`src/rtl/mult_pkg.sv`:
```
// Shared definitions for the mult4x4 product accumulator.
//   PROD_W_DEF : default product width (mult4x4 P output)
//   state_t    : accumulator FSM states (ST_ACCUM, ST_HOLD)
//   cnt_width  : bits needed for a beat counter running 0..n-1
package mult_pkg;

  localparam int PROD_W_DEF = 8;

  typedef enum logic {
    ST_ACCUM = 1'b0,
    ST_HOLD  = 1'b1
  } state_t;

  // Beat counter width; at least one bit, even when n is 1.
  function automatic int cnt_width(input int n);
    return (n <= 1) ? 1 : $clog2(n);
  endfunction

endpackage

```
`src/rtl/mult_accum.sv`:
```
// mult_accum: sums COUNT_N consecutive unsigned products from mult4x4 into one
// dot-product result and presents it over a valid/ready handshake.
//
// Optional feature macro: MAC_SAT_EN
//   defined   : on carry the result clamps to all ones for the rest of that result
//   undefined : the result wraps modulo 2^ACC_W (default build)
//   out_ovf is set on carry in both builds.
//
// Ports
//   clk       in   1       system clock, all state on posedge
//   rst       in   1       synchronous active-high reset
//   clr       in   1       discard the partial sum (ACCUM state only)
//   in_valid  in   1       in_prod valid
//   in_ready  out  1       block accepts in_prod this cycle
//   in_prod   in   PROD_W  product, unsigned
//   out_valid out  1       out_sum/out_ovf valid
//   out_ready in   1       consumer accepts result
//   out_sum   out  ACC_W   accumulated result, unsigned
//   out_ovf   out  1       result overflowed ACC_W bits
module mult_accum
  import mult_pkg::*;
#(
  parameter int PROD_W  = PROD_W_DEF,
  parameter int ACC_W   = 10,
  parameter int COUNT_N = 4
) (
  input  logic              clk,
  input  logic              rst,
  input  logic              clr,
  input  logic              in_valid,
  output logic              in_ready,
  input  logic [PROD_W-1:0] in_prod,
  output logic              out_valid,
  input  logic              out_ready,
  output logic [ACC_W-1:0]  out_sum,
  output logic              out_ovf
);

  localparam int              CNT_W = cnt_width(COUNT_N);
  localparam logic [CNT_W-1:0] LAST = CNT_W'(COUNT_N - 1);

  state_t           state, state_nxt;
  logic [ACC_W-1:0] acc;
  logic [CNT_W-1:0] cnt;
  logic             ovf;

  logic [ACC_W:0]   sum_full;
  logic             carry;
  logic             ovf_nxt;
  logic [ACC_W-1:0] sum_nxt;
  logic             accept;

  // One extra bit on the adder captures the carry out of ACC_W bits.
  always_comb begin
    sum_full = {1'b0, acc} + (ACC_W + 1)'(in_prod);
    carry    = sum_full[ACC_W];
    ovf_nxt  = ovf | carry;
`ifdef MAC_SAT_EN
    // Once a result has overflowed it stays pinned at full scale.
    sum_nxt  = ovf_nxt ? '1 : sum_full[ACC_W-1:0];
`else
    sum_nxt  = sum_full[ACC_W-1:0];
`endif
  end

  always_comb begin
    state_nxt = state;
    in_ready  = 1'b0;
    out_valid = 1'b0;
    accept    = 1'b0;
    unique case (state)
      ST_ACCUM: begin
        in_ready = ~clr;
        accept   = in_valid & ~clr;
        if (accept && cnt == LAST) state_nxt = ST_HOLD;
      end
      ST_HOLD: begin
        out_valid = 1'b1;
        if (out_ready) state_nxt = ST_ACCUM;
      end
      default: state_nxt = ST_ACCUM;
    endcase
  end

  always_ff @(posedge clk) begin
    if (rst) begin
      state   <= ST_ACCUM;
      acc     <= '0;
      cnt     <= '0;
      ovf     <= 1'b0;
      out_sum <= '0;
      out_ovf <= 1'b0;
    end else begin
      state <= state_nxt;
      if (state == ST_ACCUM) begin
        if (clr) begin
          acc <= '0;
          cnt <= '0;
          ovf <= 1'b0;
        end else if (accept) begin
          if (cnt == LAST) begin
            out_sum <= sum_nxt;
            out_ovf <= ovf_nxt;
            acc     <= '0;
            cnt     <= '0;
            ovf     <= 1'b0;
          end else begin
            acc <= sum_nxt;
            cnt <= cnt + CNT_W'(1);
            ovf <= ovf_nxt;
          end
        end
      end
    end
  end

endmodule

```
`config.mk`:
```
export PLATFORM = sky130hd
export DESIGN_NAME = mult_accum
export DESIGN_NICKNAME = d
export VERILOG_FILES = /design/src/rtl/mult_pkg.sv /design/src/rtl/mult_accum.sv
export SDC_FILE = /design/constraint.sdc
export NUM_CORES = 1
export LEC_CHECK = 0
export BUFFER_PORTS_ARGS = -buffer_cell sky130_fd_sc_hd__buf_2
export CAP_MARGIN = 10
export CORE_UTILIZATION = 40
export DETAILED_ROUTE_END_ITERATION = 8
export PLACE_DENSITY = 0.66
export SYNTH_ARGS = -nofsm -noshare
export SYNTH_HDL_FRONTEND = slang
export SYNTH_SLANG_ARGS = --single-unit
```
`constraint.sdc`:
```
create_clock -name clk -period 2.2 [get_ports clk]
set_input_delay 0.22 -clock clk [delete_from_list [all_inputs] [get_ports clk]]
set_output_delay 0.22 -clock clk [all_outputs]
set_load 0.05 [all_outputs]
```
==> results of run 1 <==
[worst register-to-register path, cell delays in order (launching register included)]
cell and delay, ns:
sky130_fd_sc_hd__dfxtp_1 0.34, sky130_fd_sc_hd__ha_1 0.22, sky130_fd_sc_hd__fa_1 0.42, sky130_fd_sc_hd__nand3_1 0.15
sky130_fd_sc_hd__a211oi_1 0.14, sky130_fd_sc_hd__or4_1 0.55, sky130_fd_sc_hd__nand3_1 0.09
[final cells by class]
| type | count | share of cell area |
|---|---|---|
| multi-input cells | 130 | 0.539 |
| flip-flops and latches | 25 | 0.306 |
| repair buffers | 30 | 0.0993 |
| well taps | 46 | 0.0351 |
| clock buffers | 3 | 0.0138 |
| clock inverters | 1 | 0.00458 |
| inverters | 1 | 0.00229 |
[where the power goes]
group / total, mW / internal [mW] / switching [mW]
logic: 0.134 / 0.0538 / 0.0799
registers: 0.467 / 0.461 / 0.00572
clock network: 0.220 / 0.0695 / 0.151
total: 0.821 / 0.584 / 0.236
[registers in the layout, summed over array words and instances, names as in the netlist]
name,cells
acc,10
out_sum,10
cnt,2
out_ovf,1
ovf,1
state,1
[metal layers]
| layer | vias to the layer above | track usage | share of wire |
|---|---|---|---|
| met5 | - | 0 | 0 |
| met2 | 31 | 0.336 | 0.50 |
| met4 | 0 | 0.0476 | 0.0096 |
| met3 | 4 | 0.0248 | 0.034 |
| met1 | 655 | 0.245 | 0.46 |
| li1 | 672 | - | - |
[through the flow]
step | area, µm² | util | cells | worst slack (ns) | hold WS [ns]
3_5_place_dp | 1610 | 0.474 | 232 | 0.233 | 0.448
4_1_cts | 1640 | 0.483 | 236 | 0.236 | 0.133
3_3_place_gp | 1610 | 0.474 | 232 | 0.306 | 0.441
5_1_grt | 1640 | 0.483 | 236 | 0.0987 | 0.154
6_report | 1640 | 0.483 | 236 | 0.230 | 0.147
2_1_floorplan | 1430 | - | 167 | 0.156 | 0.392
[synthesized netlist by cell type, drive strengths merged, types with 3 or more instances]
cell type	n
a22oi	3
ha	9
o211ai	5
o21ai	8
or3	3
nand3	5
nand4	3
a21o	5
a21oi	13
nand3b	10
nor3	3
a211o	3
nand2b	5
clkbuf	9
xor2	3
dfxtp	25
nor2	13
nand2	13
[logic make-up (layout without fill, tap and decap cells)]
| group | Yosys count | after routing | share of synthesized area |
|---|---|---|---|
| AND/OR/NAND/NOR | 65 | 65 | 0.257 |
| AO/OA/AOI/OAI | 52 | 52 | 0.249 |
| flip-flops | 25 | 25 | 0.350 |
| buffers and inverters | 12 | 35 | 0.0332 |
| adder cells (fa/ha/maj) | 10 | 10 | 0.0927 |
| XOR/XNOR | 3 | 3 | 0.0184 |
[cells in the final DEF (no fill, tap or decap), drive strengths merged, types with 2 or more instances in the layout]
master	instances
a2111o	2
a211o	3
a211oi	2
a21o	5
a21oi	13
a22oi	3
buf	30
clkbuf	3
dfxtp	25
ha	9
nand2	13
nand2b	5
nand3	5
nand3b	10
nand4	3
nor2	13
nor3	3
o211ai	5
o21ai	8
o311ai	2
o31ai	2
or2	2
or3	3
xor2	3
[worst paths after layout]
kind | slack [ns] | cells after the start | to | from
setup reg to reg | 0.23 | 6 | out_sum[8] | acc[0]
hold / removal | 0.15 | 3 | state | out_ready
hold reg to reg | 0.46 | 2 | out_sum[1] | out_sum[1]
setup / recovery | 0.23 | 6 | out_sum[8] | acc[0]
==> reports/qor.log, run 1 <==
INFO  synthesis      syn_area_per_cell=8.57µm²
INFO  critical_path  critPathTopFamily=simple AND/OR/NAND/NOR gates
INFO  cts            cts.repair_timing.setup_buffer_count=0
INFO  cts            htree_levels=1
INFO  critical_path  critical_path.endpoint_type=flip-flop
INFO  cells_and_area seq_area=500µm²
INFO  sta            worst_pin_slew=0.582ns
INFO  sta            drv_slew=0
INFO  routing        number_of_violations_reported_at_the_end_of_detailed_routing_iteration_0=64
INFO  floorplan      fp-row-count=21
INFO  cts            cts.sink_count=25
INFO  routing        route.vias.total=1362
INFO  critical_path  cp_slowest_stage_delay=0.55ns
INFO  cts            cts-hold-fix-buffers=0
INFO  synthesis      synth_cell_type_count=44
INFO  critical_path  worst_ep_required_time=2.48ns
INFO  sta            setup_repair_after_global_routing_missed_its_margin=false
INFO  critical_path  cp_common_cell=sky130_fd_sc_hd__nand3_1
INFO  cells_and_area post_route_cells_drive_above_1_share=0.195
INFO  hold_path      timing.hold.worst.class=in -> reg
INFO  run_status     run_status=completed
INFO  synthesis      netlist_instances=167
INFO  synthesis      synthesis.nets=190
INFO  floorplan      floorplan.die.width=61.8µm
INFO  synthesis      synth_edf_count=0
INFO  cells_and_area area_occupied_by_multi_input_gates=883µm²
INFO  power          power_density=501nW/µm²
INFO  sta            setup_viol=0
INFO  sta            post-route-period-util=0.895
INFO  routing        antenna_left=0
INFO  sta            hold_fails_final_rpt=0
INFO  cts            cts_root_buffer=sky130_fd_sc_hd__clkbuf_4
INFO  global_routing tot_gr_track_use=0.190
INFO  cts            clock_tree_from_tritoncts=done
INFO  global_routing first_global_vias=1183
INFO  cts            cts_resized=0
INFO  routing        drt-wirelength-per-cell=14.5µm
INFO  cells_and_area final.fill_count=326
INFO  sta            maxSlewHeadroom=0.612
INFO  synthesis      total_of_flip_flops_plus_latches_after_synthesis=25
INFO  critical_path  worst_path_max_delay_cell=sky130_fd_sc_hd__or4_1
INFO  placed_design  detailed_place_hpwl=2.57mm
INFO  global_routing global_route_wire_length_before_repair=5.38mm
INFO  critical_path  worstPathMaxFanout=5
INFO  power          power.total=0.821mW
INFO  global_routing initial_antenna_violation_count=0
INFO  synthesis      yosysSeqAreaShare=0.350
INFO  synthesis      primary_ff_master_synth=sky130_fd_sc_hd__dfxtp_1
INFO  power          leakage=0.718nW
INFO  floorplan      die_area=3820µm²
INFO  critical_path  cp.buffers_inverters=0
INFO  global_routing overflow=0
INFO  critical_path  worst_ep_arrival_time=2.25ns
INFO  synthesis      netlist_area=1430µm²
INFO  synthesis      synthTopCellsByArea=sky130_fd_sc_hd__dfxtp_1 35%, sky130_fd_sc_hd__ha_1 7.9%, sky130_fd_sc_hd__nand3b_1 5.2%, sky130_fd_sc_hd__a21oi_1 4.2%, sky130_fd_sc_hd__nand2_1 3.4%
INFO  floorplan      placeable_area=3390µm²
INFO  routing        count_of_unresolved_drc_violations_after_routing=0
INFO  cells_and_area finalNetCount=214
INFO  synthesis      post-synth-top-area-fraction=0.350
INFO  global_routing maximum_number_of_pins_on_one_net_before_global_route_repair=38
INFO  cts            clk_latency=0.33ns
INFO  cts            cts_buffer_depth=2
INFO  flow_run       cap_violations=0
INFO  floorplan      floorplan.die.height=61.8µm
INFO  cts            cts-buffers-inserted=3
INFO  sta            finalWorstPathRequiredPeriod=1.97ns
INFO  routing        wl=3.42mm
INFO  power          peakVddDrop=0.000254V
INFO  floorplan      initial_utilization=0.422
INFO  cts            clk_transition_reported_paths=0.15ns
INFO  critical_path  worst-setup-path-type=reg -> reg
INFO  placed_design  gpl.final_weighted_congestion=0.763
INFO  cells_and_area antenna-diode-count=0
INFO  placed_design  io_buffer_count=25
INFO  routing        detail_route.first_pass.iterations=4
INFO  sta            fin_setup_tns=0ns
INFO  critical_path  worstPathCellList=ha_1 -> fa_1 -> nand3_1 -> a211oi_1 -> or4_1 -> nand3_1
INFO  routing        vias_per_cell=5.77
INFO  synthesis      synth_area_leader_cell=sky130_fd_sc_hd__dfxtp_1
INFO  cells_and_area area.growth.synth_to_final=14.4%
INFO  critical_path  critical_path.startpoint_type=flip-flop
INFO  floorplan      io_pins=26
INFO  synthesis      synth-async-reset-ratio=0
INFO  sta            timing.clock.skew=0.00542ns
INFO  synthesis      yosysWarningCount=0
INFO  sta            max_freq=508MHz
(Power assumes the default switching activity.)
==> inputs of run 2 (changes only) <==
Settings changed: ABC_AREA from default to 1, PLACE_DENSITY 0.66 to 0.65.
==> reports/qor.log, run 2 <==
INFO  global_routing global_route_wire_length_before_repair=5.29mm [was 5.38 mm]
INFO  cts            cts-hold-fix-buffers=0 [unchanged]
INFO  critical_path  critical_path.reg2reg.endpoint=acc[6] [was out_sum[8]]
INFO  cells_and_area top_regs=acc: 10 flops, out_sum: 10 flops, cnt: 2 flops [unchanged]
INFO  critical_path  regToRegStartpoint=acc[0] [unchanged]
INFO  critical_path  cp-endpoint=acc[6] [was out_sum[8]]
INFO  routing        route.vias.total=1248 [was 1362]
INFO  critical_path  worst_ep_arrival_time=1.96ns [was 2.25 ns]
INFO  cts            cts-buffers-inserted=3 [unchanged]
INFO  flow_run       cap_violations=0 [unchanged]
INFO  routing        vias_per_cell=4.71 [was 5.77]
INFO  critical_path  cp_common_cell=sky130_fd_sc_hd__nand2_1 [was sky130_fd_sc_hd__nand3_1]
INFO  critical_path  r2r_cells=9 [was 6]
INFO  synthesis      synth_cell_type_count=34 [was 44]
INFO  critical_path  regToRegSetupSlack=0.52ns [was 0.23 ns]
INFO  routing        wl=2.85mm [was 3.42 mm]
INFO  synthesis      post-synth-top-area-fraction=0.346 [was 0.350]
INFO  sta            timing.clock.skew=0.00354ns [was 0.00542 ns]
INFO  synthesis      total_of_flip_flops_plus_latches_after_synthesis=25 [unchanged]
INFO  critical_path  worstPathMaxFanout=3 [was 5]
INFO  synthesis      synth_top_cells_by_count=53 x sky130_fd_sc_hd__nand2_1, 25 x sky130_fd_sc_hd__dfxtp_1, 18 x sky130_fd_sc_hd__inv_1 [was 25 x sky130_fd_sc_hd__dfxtp_1, 13 x sky130_fd_sc_hd__nand2_1, 13 x sky130_fd_sc_hd__nor2_1]
INFO  synthesis      synth_edf_count=0 [unchanged]
INFO  floorplan      initial_utilization=0.427 [was 0.422]
INFO  synthesis      synthesis.nets=217 [was 190]
INFO  synthesis      netlist_area=1450µm² [was 1430 µm²]
INFO  synthesis      yosysSeqAreaShare=0.346 [was 0.350]
INFO  sta            hold_fails_final_rpt=0 [unchanged]
INFO  cells_and_area finalNetCount=243 [was 214]
INFO  routing        drt-wirelength-per-cell=10.7µm [was 14.5 µm]
INFO  cells_and_area final.fill_count=357 [was 326]
INFO  synthesis      syn_area_per_cell=7.46µm² [was 8.57 µm²]
INFO  sta            post-route-period-util=0.763 [was 0.895]
INFO  cells_and_area area_occupied_by_multi_input_gates=838µm² [was 883 µm²]
INFO  sta            max_freq=596MHz [was 508 MHz]
INFO  critical_path  cp_slowest_stage_delay=0.40ns [was 0.55 ns]
INFO  sta            fin_setup_tns=0ns [unchanged]
INFO  cts            cts.sink_count=25 [unchanged]
INFO  floorplan      floorplan.die.height=62.1µm [was 61.8 µm]
INFO  placed_design  io_buffer_count=25 [unchanged]
INFO  floorplan      placeable_area=3390µm² [unchanged]
INFO  power          leakage=0.830nW [was 0.718 nW]
INFO  placed_design  gpl.final_weighted_congestion=0.815 [was 0.763]
INFO  cells_and_area post_route_cells_drive_above_1_share=0.196 [was 0.195]
INFO  critical_path  cp.buffers_inverters=0 [unchanged]
INFO  global_routing initial_antenna_violation_count=0 [unchanged]
INFO  synthesis      primary_ff_master_synth=sky130_fd_sc_hd__dfxtp_1 [unchanged]
INFO  cts            cts.repair_timing.setup_buffer_count=0 [unchanged]
INFO  cells_and_area seq_area=500µm² [unchanged]
INFO  sta            maxSlewHeadroom=0.765 [was 0.612]
INFO  cells_and_area area.growth.synth_to_final=12.8% [was 14.4%]
INFO  global_routing overflow=0 [unchanged]
INFO  placed_design  detailed_place_hpwl=2.26mm [was 2.57 mm]
INFO  cts            cts_resized=0 [unchanged]
INFO  synthesis      synthTopCellsByArea=sky130_fd_sc_hd__dfxtp_1 35%, sky130_fd_sc_hd__nand2_1 14%, sky130_fd_sc_hd__ha_1 7.8%, sky130_fd_sc_hd__inv_1 4.7%, sky130_fd_sc_hd__a21oi_1 4.5% [was sky130_fd_sc_hd__dfxtp_1 35%, sky130_fd_sc_hd__ha_1 7.9%, sky130_fd_sc_hd__nand3b_1 5.2%, sky130_fd_sc_hd__a21oi_1 4.2%, sky130_fd_sc_hd__nand2_1 3.4%]
INFO  critical_path  crit_cells=9 [was 6]
INFO  hold_path      timing.hold.worst.class=in -> reg [unchanged]
INFO  global_routing maximum_number_of_pins_on_one_net_before_global_route_repair=20 [was 38]
INFO  floorplan      die_area=3860µm² [was 3820 µm²]
INFO  sta            drv_slew=0 [unchanged]
INFO  routing        detail_route.first_pass.iterations=4 [unchanged]
INFO  synthesis      synth_area_leader_cell=sky130_fd_sc_hd__dfxtp_1 [unchanged]
INFO  floorplan      io_pins=26 [unchanged]
INFO  cells_and_area layout_commonest_cell=sky130_fd_sc_hd__nand2_1
INFO  run_status     run_status=completed [unchanged]
INFO  sta            worst_pin_slew=0.351ns [was 0.582 ns]
INFO  cts            cts_root_buffer=sky130_fd_sc_hd__clkbuf_4 [unchanged]
INFO  synthesis      yosysWarningCount=0 [unchanged]
INFO  critical_path  critical_path.endpoint_type=flip-flop [unchanged]
INFO  sta            setup_repair_after_global_routing_missed_its_margin=false [unchanged]
INFO  global_routing tot_gr_track_use=0.168 [was 0.190]
INFO  critical_path  critPathTopFamily=adder cells [was simple AND/OR/NAND/NOR gates]
INFO  power          peakVddDrop=0.000354V [was 0.000254 V]
INFO  synthesis      synth-async-reset-ratio=0 [unchanged]
INFO  synthesis      netlist_instances=194 [was 167]
INFO  cts            clock_tree_from_tritoncts=done [unchanged]
INFO  floorplan      floorplan.die.width=62.1µm [was 61.8 µm]
INFO  routing        count_of_unresolved_drc_violations_after_routing=0 [unchanged]
INFO  global_routing first_global_vias=1220 [was 1183]
INFO  critical_path  worst-setup-path-type=reg -> reg [unchanged]
INFO  sta            setup_viol=0 [unchanged]
INFO  critical_path  worst_setup_path_startpoint=acc[0] [unchanged]
INFO  critical_path  critical_path.startpoint_type=flip-flop [unchanged]
INFO  cts            clk_transition_reported_paths=0.15ns [about the same]
INFO  cells_and_area final_cell_mix=53 x sky130_fd_sc_hd__nand2_1, 25 x sky130_fd_sc_hd__dfxtp_1, 25 x sky130_fd_sc_hd__buf_2 [was 25 x sky130_fd_sc_hd__dfxtp_1, 25 x sky130_fd_sc_hd__buf_2, 13 x sky130_fd_sc_hd__nor2_1, 13 x sky130_fd_sc_hd__nand2_1, 12 x sky130_fd_sc_hd__a21oi_1]
INFO  routing        antenna_left=0 [unchanged]
INFO  cells_and_area antenna-diode-count=0 [unchanged]
INFO  cts            cts_buffer_depth=2 [unchanged]
INFO  critical_path  worst_ep_required_time=2.48ns [about the same]
INFO  routing        number_of_violations_reported_at_the_end_of_detailed_routing_iteration_0=20 [was 64]
INFO  floorplan      fp-row-count=21 [unchanged]
INFO  cts            clk_latency=0.34ns [was 0.33 ns]
INFO  sta            finalWorstPathRequiredPeriod=1.68ns [was 1.97 ns]
INFO  synthesis      post-synth-top-count-cell=sky130_fd_sc_hd__nand2_1 [was sky130_fd_sc_hd__dfxtp_1]
INFO  critical_path  worst_path_max_delay_cell=sky130_fd_sc_hd__fa_1 [was sky130_fd_sc_hd__or4_1]
INFO  placed_design  placedInstanceArea=1600µm² [was 1610 µm²]
INFO  critical_path  worstPathCellList=ha_1 -> fa_1 -> nand2_1 -> nand2_1 -> nand3b_1 -> nand2_1 -> nand2_1 -> nand3_1 -> a21oi_1 [was ha_1 -> fa_1 -> nand3_1 -> a211oi_1 -> or4_1 -> nand3_1]
INFO  power          power_density=511nW/µm² [was 501 nW/µm²]
INFO  cts            htree_levels=1 [unchanged]
INFO  cells_and_area post-route-cell-area=1630µm² [was 1640 µm²]
==> run 2: cells by family after synthesis <==
logic type | count (synthesis) | share of synthesized area
xor gates and xnor gates | 3 | 0.0182
AOI/OAI and AO/OA | 35 | 0.156
buffers and inverters | 24 | 0.0744
and+or+nand+nor | 97 | 0.314
adders and majority gates | 10 | 0.0917
DFF | 25 | 0.346
==> run 2: worst min path at each step <==
stage / slack (ns) / endpoint / cells after the start / startpoint
after global routing: 0.19 / state / 3 / out_ready
after detailed placement: 0.46 / cnt[1] / 2 / cnt[1]
final: 0.18 / cnt[1] / 3 / in_valid
after global placement: 0.45 / cnt[1] / 2 / cnt[1]
after floorplan: 0.29 / acc[5] / 1 / rst
after CTS: 0.17 / state / 3 / out_ready
==> run 2: worst min-delay path, delay by kind of cell <==
family,cells,cell delay [ns]
and+or+nand+nor,1,0.08
AOI/OAI and AO/OA,1,0.05
buffers and inverters,1,0.13
==> run 2: final cells by class <==
type	instances	area share
timing repair buffer	26	0.0813
clock inverter	1	0.00537
clock buffer	3	0.0138
tap	46	0.0353
sequential	25	0.307
inverter	19	0.0437
multi-input combinational	145	0.514
==> run 2: report_power, final <==
| group | internal [mW] | total (mW) | leakage (nW) | switching, mW |
|---|---|---|---|---|
| Sequential | 0.462 | 0.467 | 0.202 | 0.00567 |
| Clock | 0.0744 | 0.231 | 0.0183 | 0.157 |
| Combinational | 0.0504 | 0.136 | 0.609 | 0.0854 |
| Total | 0.587 | 0.834 | 0.830 | 0.248 |
==> run 2: stage by stage <==
stage          hold WS, ns  power (mW)  utilization  worst slack [ns]  instances
6_report             0.178       0.834        0.481             0.521        265
5_1_grt              0.190       0.886        0.481             0.295        265
4_1_cts              0.166       0.847        0.481             0.526        265
3_5_place_dp         0.460       0.613        0.472             0.510        261
3_3_place_gp         0.454       0.613        0.472             0.520        261
2_1_floorplan        0.289       0.576            -             0.637        194
==> run 2: layer usage <==
layer  up-vias  global-route usage  routed length [µm]
li1        682                   -                   -
met5         -                   0                   0
met1       539               0.223                1470
met3         5              0.0386                 146
met2        22               0.276                1210
met4         0              0.0349                  20
==> inputs of run 3 (changes only) <==
Settings changed: PLACE_DENSITY 0.65 to 0.68.
Clock period 2.2 ns to 1.4 ns, I/O delays scaled along.
==> reports/qor.log, run 3 (synthesis gave the netlist of run 2 again) <==
INFO  cells_and_area antenna-diode-count=0 [unchanged]
INFO  power          peakVddDrop=0.000461V [was 0.000354 V]
INFO  cells_and_area final_cell_mix=40 x sky130_fd_sc_hd__nand2_1, 25 x sky130_fd_sc_hd__buf_2, 21 x sky130_fd_sc_hd__buf_4 [was 53 x sky130_fd_sc_hd__nand2_1, 25 x sky130_fd_sc_hd__dfxtp_1, 25 x sky130_fd_sc_hd__buf_2]
INFO  cts            cts-buffers-inserted=3 [unchanged]
INFO  routing        routed-wl-met2=1.63mm [was 1.21 mm]
INFO  sta            max_freq=636MHz [was 596 MHz]
INFO  hold_path      timing.hold.worst.class=in -> reg [unchanged]
INFO  floorplan      io_pins=26 [unchanged]
INFO  sta            setup_slack=-0.173ns [was 0.521 ns]
INFO  routing        vias_per_cell=4.84 [was 4.71]
INFO  cts            clock_tree_from_tritoncts=done [unchanged]
INFO  critical_path  worstPathCellList=ha_4 -> fa_2 -> nand2_2 -> nand2_2 -> nand3b_1 -> nand2_1 -> nand2_2 -> nand2_1 -> nand2_1 -> o211ai_2 -> inv_2 [was ha_1 -> fa_1 -> nand2_1 -> nand2_1 -> nand3b_1 -> nand2_1 -> nand2_1 -> nand3_1 -> a21oi_1]
INFO  sta            post-route-period-util=1.12 [was 0.763]
INFO  flow_run       cap_violations=0 [unchanged]
INFO  run_status     run_status=finished, violations left [was completed]
INFO  critical_path  cp.buffers_inverters=1 [was 0]
INFO  placed_design  io_buffer_count=25 [unchanged]
INFO  power          netSwitchingFraction=0.297 [about the same]
INFO  critical_path  worst_ep_arrival_time=1.86ns [was 1.96 ns]
INFO  cts            cts_root_buffer=sky130_fd_sc_hd__clkbuf_4 [unchanged]
INFO  power          sequentialPowerShare=0.525 [was 0.560]
INFO  routing        antenna_left=0 [unchanged]
INFO  routing        detail_route.first_pass.iterations=4 [unchanged]
INFO  cts            cts_buffer_depth=2 [unchanged]
INFO  cells_and_area top_regs=acc: 10 flops, out_sum: 10 flops, cnt: 2 flops [unchanged]
INFO  floorplan      floorplan.die.height=62.1µm [unchanged]
INFO  cts            cts.sink_count=25 [unchanged]
INFO  routing        number_of_violations_reported_at_the_end_of_detailed_routing_iteration_0=40 [was 20]
INFO  critical_path  worst_path_max_delay_cell=sky130_fd_sc_hd__dfxtp_2 [was sky130_fd_sc_hd__fa_1]
INFO  global_routing initial_antenna_violation_count=0 [unchanged]
INFO  power          combPwrFrac=0.235 [was 0.163]
INFO  cells_and_area post-route-cell-area=2040µm² [was 1630 µm²]
INFO  critical_path  cp_slowest_stage_delay=0.36ns [was 0.40 ns]
INFO  placed_design  gpl.final_weighted_congestion=0.820 [was 0.815]
INFO  power          power_density=689nW/µm² [was 511 nW/µm²]
INFO  cts            clk_transition_reported_paths=0.15ns [about the same]
INFO  floorplan      initial_utilization=0.427 [unchanged]
INFO  routing        top_layer_used=met4 [unchanged]
INFO  global_routing first_global_vias=1272 [was 1220]
INFO  global_routing tot_gr_track_use=0.186 [was 0.168]
INFO  critical_path  worstPathMaxFanout=3 [unchanged]
INFO  sta            hold_fails_final_rpt=0 [unchanged]
INFO  power          leakage=0.979nW [was 0.830 nW]
INFO  floorplan      die_area=3860µm² [unchanged]
INFO  routing        route.vias.total=1394 [was 1248]
INFO  critical_path  critical_path.endpoint_type=flip-flop [unchanged]
INFO  global_routing overflow=0 [unchanged]
INFO  sta            setup_repair_after_global_routing_missed_its_margin=true [was false]
INFO  sta            finalWorstPathRequiredPeriod=1.57ns [was 1.68 ns]
INFO  sta            setup_viol=15 [was 0]
INFO  cts            htree_levels=1 [unchanged]
INFO  global_routing maximum_number_of_pins_on_one_net_before_global_route_repair=18 [was 20]
INFO  routing        met3RoutedLength=115µm [was 146 µm]
INFO  placed_design  placedInstanceArea=1750µm² [was 1600 µm²]
INFO  critical_path  worst_ep_required_time=1.68ns [was 2.48 ns]
INFO  cells_and_area layout_commonest_cell=sky130_fd_sc_hd__nand2_1 [unchanged]
INFO  cells_and_area final.fill_count=303 [was 357]
INFO  routing        drt-wirelength-per-cell=12.1µm [was 10.7 µm]
INFO  cts            cts-hold-fix-buffers=0 [unchanged]
INFO  routing        count_of_unresolved_drc_violations_after_routing=0 [unchanged]
INFO  power          power.total=1.41mW [was 0.834 mW]
INFO  sta            timing.clock.skew=0.00781ns [was 0.00354 ns]
INFO  cells_and_area post_route_cells_drive_above_1_share=0.459 [was 0.196]
INFO  power          clock_power_share=0.240 [was 0.277]
INFO  cells_and_area finalNetCount=266 [was 243]
INFO  routing        wl=3.49mm [was 2.85 mm]
INFO  cells_and_area final_core_util=0.603 [was 0.481]
INFO  global_routing global_route_wire_length_before_repair=5.75mm [was 5.29 mm]
INFO  placed_design  detailed_place_hpwl=2.47mm [was 2.26 mm]
INFO  cts            clk_latency=0.32ns [was 0.34 ns]
INFO  floorplan      fp-row-count=21 [unchanged]
INFO  sta            drv_slew=0 [unchanged]
INFO  placed_design  numPlacedInstances=276 [was 261]
INFO  sta            maxSlewHeadroom=0.746 [was 0.765]
INFO  sta            worst_pin_slew=0.381ns [was 0.351 ns]
INFO  critical_path  worst-setup-path-type=reg -> reg [unchanged]
INFO  routing        wirelength_met1=1.72mm [was 1.47 mm]
INFO  critical_path  critical_path.startpoint_type=flip-flop [unchanged]
INFO  critical_path  critPathTopFamily=simple AND/OR/NAND/NOR gates [was adder cells]
INFO  floorplan      placeable_area=3390µm² [unchanged]
INFO  run_status     violations_in_the_final_reports=setup timing
INFO  floorplan      floorplan.die.width=62.1µm [unchanged]
INFO  power          total_switching_power=0.419mW [was 0.248 mW]
INFO  cells_and_area instances_no_fill=288 [was 265]
INFO  cells_and_area area.growth.synth_to_final=41.3% [was 12.8%]
INFO  power          p_int=0.989mW [was 0.587 mW]
## run 3: cell types whose count changed in the layout (fill, tap and decap cells not counted), sizes merged
cell,previous run,this run
buf,26,49
clkbuf,3,4
inv,20,19
## run 3: area by class of cell
type,count,area [µm²],area share
Tap cell,46,57.6,0.0282
Clock buffer,4,26.3,0.0129
Timing Repair Buffer,49,317,0.155
Inverter,19,71.3,0.0349
Sequential cell,25,513,0.251
Multi-Input combinational cell,145,1060,0.518
## run 3: worst paths after layout
check	slack [ns]	depth (start not counted)	to	start
hold reg to reg	0.48	2	cnt[1]	cnt[1]
hold / removal	0.12	3	state	out_ready
setup / recovery	-0.17	11	out_sum[6]	acc[0]
setup reg to reg	-0.17	11	out_sum[6]	acc[0]
## run 3: per-stage QoR
stage / hold WS (ns) / setup TNS, ns / worst slack, ns
final: 0.117 / -1.03 / -0.173
after global routing: 0.122 / -2.74 / -0.219
after CTS: 0.114 / -0.936 / -0.157
after detailed placement: 0.461 / -1.34 / -0.182
after global placement: 0.456 / -0.967 / -0.126
after floorplan: 0.209 / -0.0780 / -0.0485
## run 3: layer usage
metal / track usage / vias to the layer above
met5: 0 / -
met4: 0.0610 / 0
li1: - / 727
met2: 0.293 / 23
met3: 0.0276 / 2
met1: 0.261 / 642
## run 3: what timing repair did
action,in CTS,in global routing
pin swaps,12,10
hold endpoints to repair,0,0
endpoints found under the setup margin,16,19
setup buffers,3,5
gates resized for setup,28,20
## run 3: power groups by stage
stage	clock (mW)	combinational (mW)	sequential (mW)
global route	0.373	0.365	0.741
floorplan	0	0.159	0.749
global placement	0	0.252	0.749
finish	0.338	0.331	0.739
CTS	0.340	0.299	0.738
detailed placement	0	0.253	0.750
## run 3: worst min-delay path, stage by stage
cell and delay, ns:
sky130_fd_sc_hd__buf_2 0.08, sky130_fd_sc_hd__nor2_1 0.04, sky130_fd_sc_hd__o21a_1 0.17
